[src/rtl/motor_pwm_ramp.sv]
// Soft-start / soft-stop PWM driver: turns the supervisory arm pulse (f) and
// run level (g) into a ramped duty value and a registered PWM pad output.
module motor_pwm_ramp #(
  parameter int PWM_BITS  = 8,
  parameter int RAMP_STEP = 64,
  parameter int RAMP_DIV  = 4,
  parameter int MAX_DUTY  = 255
) (
  input  logic                clk,
  input  logic                reset,
  input  logic                f,
  input  logic                g,
  output logic                pwm,
  output logic [PWM_BITS-1:0] duty,
  output logic                running,
  output logic                at_speed,
  output logic [2:0]          o_dbg_state
);

  localparam int TICK_W = (RAMP_DIV > 1) ? $clog2(RAMP_DIV) : 1;
  localparam logic [TICK_W-1:0]   TICK_LAST = TICK_W'(RAMP_DIV - 1);
  localparam logic [PWM_BITS:0]   STEP_W    = (PWM_BITS + 1)'(RAMP_STEP);
  localparam logic [PWM_BITS:0]   MAX_W     = (PWM_BITS + 1)'(MAX_DUTY);

  typedef enum logic [2:0] {
    S_IDLE      = 3'd0,
    S_ARMED     = 3'd1,
    S_RAMP_UP   = 3'd2,
    S_RUN       = 3'd3,
    S_RAMP_DOWN = 3'd4
  } state_t;

  state_t              r_state;
  state_t              w_state_nxt;
  logic [PWM_BITS-1:0] r_duty;
  logic [PWM_BITS-1:0] w_duty_nxt;
  logic [PWM_BITS-1:0] r_pwm_cnt;
  logic [TICK_W-1:0]   r_tick_cnt;
  logic                r_pwm;
  logic                w_in_ramp;
  logic                w_tick;
  logic [PWM_BITS:0]   w_up_sum;
  logic [PWM_BITS:0]   w_up_sat;
  logic [PWM_BITS:0]   w_dn_diff;
  logic [PWM_BITS-1:0] w_duty_up;
  logic [PWM_BITS-1:0] w_duty_dn;

  assign w_in_ramp = (r_state == S_RAMP_UP) || (r_state == S_RAMP_DOWN);
  assign w_tick    = w_in_ramp && (r_tick_cnt == TICK_LAST);

  // Ramp arithmetic is one bit wider than duty so neither direction can wrap.
  assign w_up_sum  = {1'b0, r_duty} + STEP_W;
  assign w_up_sat  = (w_up_sum >= MAX_W) ? MAX_W : w_up_sum;
  assign w_duty_up = w_up_sat[PWM_BITS-1:0];
  assign w_dn_diff = {1'b0, r_duty} - STEP_W;
  assign w_duty_dn = ({1'b0, r_duty} > STEP_W) ? w_dn_diff[PWM_BITS-1:0] : '0;

  always_comb begin
    w_state_nxt = r_state;
    w_duty_nxt  = r_duty;
    case (r_state)
      S_IDLE: begin
        w_duty_nxt = '0;
        if (f) w_state_nxt = S_ARMED;
      end
      S_ARMED: begin
        w_duty_nxt = '0;
        if (g) w_state_nxt = S_RAMP_UP;
      end
      // A direction change beats a tick landing on the same edge.
      S_RAMP_UP: begin
        if (!g) begin
          w_state_nxt = S_RAMP_DOWN;
        end else if (w_tick) begin
          w_duty_nxt = w_duty_up;
          if (w_up_sat == MAX_W) w_state_nxt = S_RUN;
        end
      end
      S_RUN: begin
        w_duty_nxt = MAX_W[PWM_BITS-1:0];
        if (!g) w_state_nxt = S_RAMP_DOWN;
      end
      S_RAMP_DOWN: begin
        if (g) begin
          w_state_nxt = S_RAMP_UP;
        end else if (w_tick) begin
          w_duty_nxt = w_duty_dn;
          if (w_duty_dn == '0) w_state_nxt = S_ARMED;
        end
      end
      default: begin
        w_state_nxt = S_IDLE;
        w_duty_nxt  = '0;
      end
    endcase
  end

  always_ff @(posedge clk or posedge reset) begin
    if (reset) begin
      r_state    <= S_IDLE;
      r_duty     <= '0;
      r_tick_cnt <= '0;
      r_pwm_cnt  <= '0;
      r_pwm      <= 1'b0;
    end else begin
      r_state   <= w_state_nxt;
      r_duty    <= w_duty_nxt;
      r_pwm_cnt <= r_pwm_cnt + 1'b1;
      r_pwm     <= (r_pwm_cnt < r_duty);
      if ((w_state_nxt != r_state) || !w_in_ramp || w_tick) begin
        r_tick_cnt <= '0;
      end else begin
        r_tick_cnt <= r_tick_cnt + TICK_W'(1);
      end
    end
  end

  assign pwm         = r_pwm;
  assign duty        = r_duty;
  assign running     = w_in_ramp || (r_state == S_RUN);
  assign at_speed    = (r_state == S_RUN);
  assign o_dbg_state = r_state;

endmodule

[config.mk]
export PLATFORM = sky130hd
export DESIGN_NAME = motor_pwm_ramp
export DESIGN_NICKNAME = d
export VERILOG_FILES = /design/src/rtl/motor_pwm_ramp.sv
export SDC_FILE = /design/constraint.sdc
export NUM_CORES = 1
export LEC_CHECK = 0
export ABC_CLOCK_PERIOD_IN_PS = 2700
export CAP_MARGIN = 20
export CORE_MARGIN = 1.5
export CORE_UTILIZATION = 40
export CTS_CLUSTER_SIZE = 10
export DETAILED_ROUTE_END_ITERATION = 16
export SYNTH_ARGS = -nofsm -noshare
export SYNTH_HDL_FRONTEND = slang
export SYNTH_SLANG_ARGS = --single-unit
[constraint.sdc]
create_clock -name clk -period 2.7 [get_ports clk]
set_input_delay 0.54 -clock clk [delete_from_list [all_inputs] [get_ports clk]]
set_output_delay 0.54 -clock clk [all_outputs]
set_load 0.05 [all_outputs]
==> reports/metrics.yaml <==
maxCapViolCount: 0
cp-start-kind: "flip-flop"
post_cts_resized: 0
grt_pass1_wl_um: 4370
fin_tns_setup_ns: 0
placed_cell_area_um2: 1520
syn-cell-area_um2: 1300
first_pass_iters: 4
r2r_start: "duty[6]$_DFFE_PP0P_"
grt_max_degree: 23
start_util_pct: 42.1
r2r_end: "duty[5]$_DFFE_PP0P_"
clkPwrFrac_pct: 9.7
hold_class: "reg2reg"
coreArea_um2: 3080
synthTopCellsByArea: "dfrtp_1 42%, ha_1 14%, xnor2_1 4.1%"
place_ws_ns: 0.563
p_seq_share_pct: 33.7
hpwlAfterDp_um: 2010
num_antenna_cells: 0
fin_worst_skew_ns: 0.000792
rrSetupSlack_ns: 0.78
layout-drive-gt1-share_pct: 7.24
period_share_pct: 83.4
die_w_um: 59.9
grt_pass1_vias: 1000
overflow: 0
ant_nets: 0
worst_slack_ns: 0.448
synth_top_area_cell: "dfrtp_1"
grtUsageTotal_pct: 16.1
ys_seq_elements: 22
yosysSeqAreaShare_pct: 42.5
power_mw: 1.48
tightest_slew_ns: 0.500
cts_buffers: 3
cts_num_sinks: 22
slew-limit-headroom_pct: 66.6
io-pin-count: 18
power_frac_comb_pct: 56.7
criticalPathCategory: "reg2out"
synth-main-ff-cell: "dfrtp_1"
final_cell_area_um2: 1550
startpoint: "o_dbg_state[1]$_DFF_PP0_"
fin_hold_ws_ns: 0.435
cp_max_fo: 10
cts.clk_slew.worst_paths_ns: 0.11
synthCells: 133
synth.top_cell.area_share_pct: 42.5
hold_viol: 0
p_int_mw: 0.764
ir_worst_vdd_v: 0.000492
critPathCaptureType: "output port"
postCtsHoldBufs: 0
placementRows: 20
die_h_um: 59.9
switching_share_pct: 48.2
vias_per_cell: 5.03
endpoint: "at_speed"
synth_edf_count: 0
yosysUniqueCellTypes: 42
post-cts-setup-buffers: 0
clock_path_buffers: 2
routabilityCongestion: 0.822
p_leak_nw: 0.709
drcViolationCount: 0
final_cell_mix: "22 x dfrtp_1, 15 x clkdlybuf4s50_1, 14 x ha_1, 11 x inv_1, 10 x nand2_1"
status: "finished, final reports clean"
syn_nets: 151
fmax_ghz: 0.444
power.density_nw_per_um2: 955
cts_tree: "built"
clockRootBuffer: "clkbuf_4"
drt_iter0_drc: 56
clock_latency_ns: 0.29
wire_per_inst_um: 13.0
p_sw_mw: 0.711
port_buffers: 17
avgSynthCellArea_um2: 9.75
maxSlewViolCount: 0
rsz0062_at_grt: "false"
vias: 985
htree_levels: 1
fin_nets: 172
synth_async_sr_flop_share_pct: 100
ys_warn_count: 0
die_area_um2: 3590
worst_r2r_path_depth: 6
layout_commonest_cell: "dfrtp_1"
antenna_found_initial: 0
cp_data_required_time_ns: 2.16
period_needed_ns: 2.25
wl_um: 2560
setup_viol: 0
area_delta_synth_final_pct: 19.2
cp.arrival_ns: 1.71
[layer usage]
| metal | vias up | share of wire, % | track usage [%] |
|---|---|---|---|
| li1 | 508 | - | - |
| met1 | 461 | 46 | 20.8 |
| met2 | 14 | 50 | 27.8 |
| met3 | 2 | 3.0 | 2.38 |
| met4 | 0 | 0.63 | 4.76 |
| met5 | - | 0 | 0 |
[area by class of cell]
class | instances | area (µm²)
multi-input combinational | 96 | 688
inverter | 11 | 41.3
timing repair buffer | 20 | 188
fill | 315 | 1530
tap | 44 | 55.1
clock buffer | 3 | 22.5
sequential | 22 | 551
[kinds of logic (layout without fill, tap and decap cells)]
| logic type | Yosys count | after routing | share of synthesized area [%] |
|---|---|---|---|
| flip-flops | 22 | 22 | 42.5 |
| AND/OR/NAND/NOR | 43 | 43 | 17.3 |
| buffers and inverters | 15 | 34 | 4.44 |
| adder cells (fa/ha/maj) | 14 | 14 | 13.5 |
| AO/OA/AOI/OAI | 31 | 31 | 16.9 |
| XOR/XNOR | 8 | 8 | 5.41 |
[critical path, stage by stage, from the launching register on]
cell     delay [ns]
dfrtp_1        0.55
nor2b_1        0.35
buf_4          0.21
and2_1         0.12
buf_4          0.19
[worst min path at each step]
stage                                  startpoint                      end  cells past startpoint
final                     r_tick_cnt[0]$_DFF_PP0_  r_tick_cnt[0]$_DFF_PP0_                      1
after global placement    r_tick_cnt[0]$_DFF_PP0_  r_tick_cnt[0]$_DFF_PP0_                      1
after floorplan           r_tick_cnt[0]$_DFF_PP0_  r_tick_cnt[0]$_DFF_PP0_                      1
after detailed placement  r_tick_cnt[0]$_DFF_PP0_  r_tick_cnt[0]$_DFF_PP0_                      1
after CTS                 r_tick_cnt[0]$_DFF_PP0_  r_tick_cnt[0]$_DFF_PP0_                      1
after global routing      r_tick_cnt[0]$_DFF_PP0_  r_tick_cnt[0]$_DFF_PP0_                      1
[metrics by stage]
step | utilization (%) | cells
finish | 50.2 | 196
global route | 50.2 | 196
CTS | 50.2 | 196
detailed placement | 49.5 | 193
global placement | 49.5 | 193
floorplan | - | 133
[power groups by stage]
stage               Clock, mW  Sequential [mW]  Combinational, mW
detailed placement          0            0.505              0.844
global route            0.163            0.515              0.913
finish                  0.142            0.497              0.836
floorplan                   0            0.673              0.424
global placement            0            0.503              0.830
CTS                     0.150            0.499              0.845
[synth_stat cells, drive strengths merged, types with 2 or more instances]
cell type / n
nand2b: 6
ha: 14
nand3: 2
a21o: 2
nor2: 9
a211oi: 3
a21oi: 7
o21a: 2
xor2: 2
inv: 11
nand4: 3
nand2: 10
clkbuf: 3
xnor2: 6
and3: 3
dfrtp: 22
o21ai: 4
a22oi: 2
[sequential cells by signal (all words and copies together), names as in the netlist]
name         count
duty             8
r_pwm_cnt        8
o_dbg_state      3
r_tick_cnt       2
pwm              1
No activity file was read; power rests on OpenSTA's default activity.
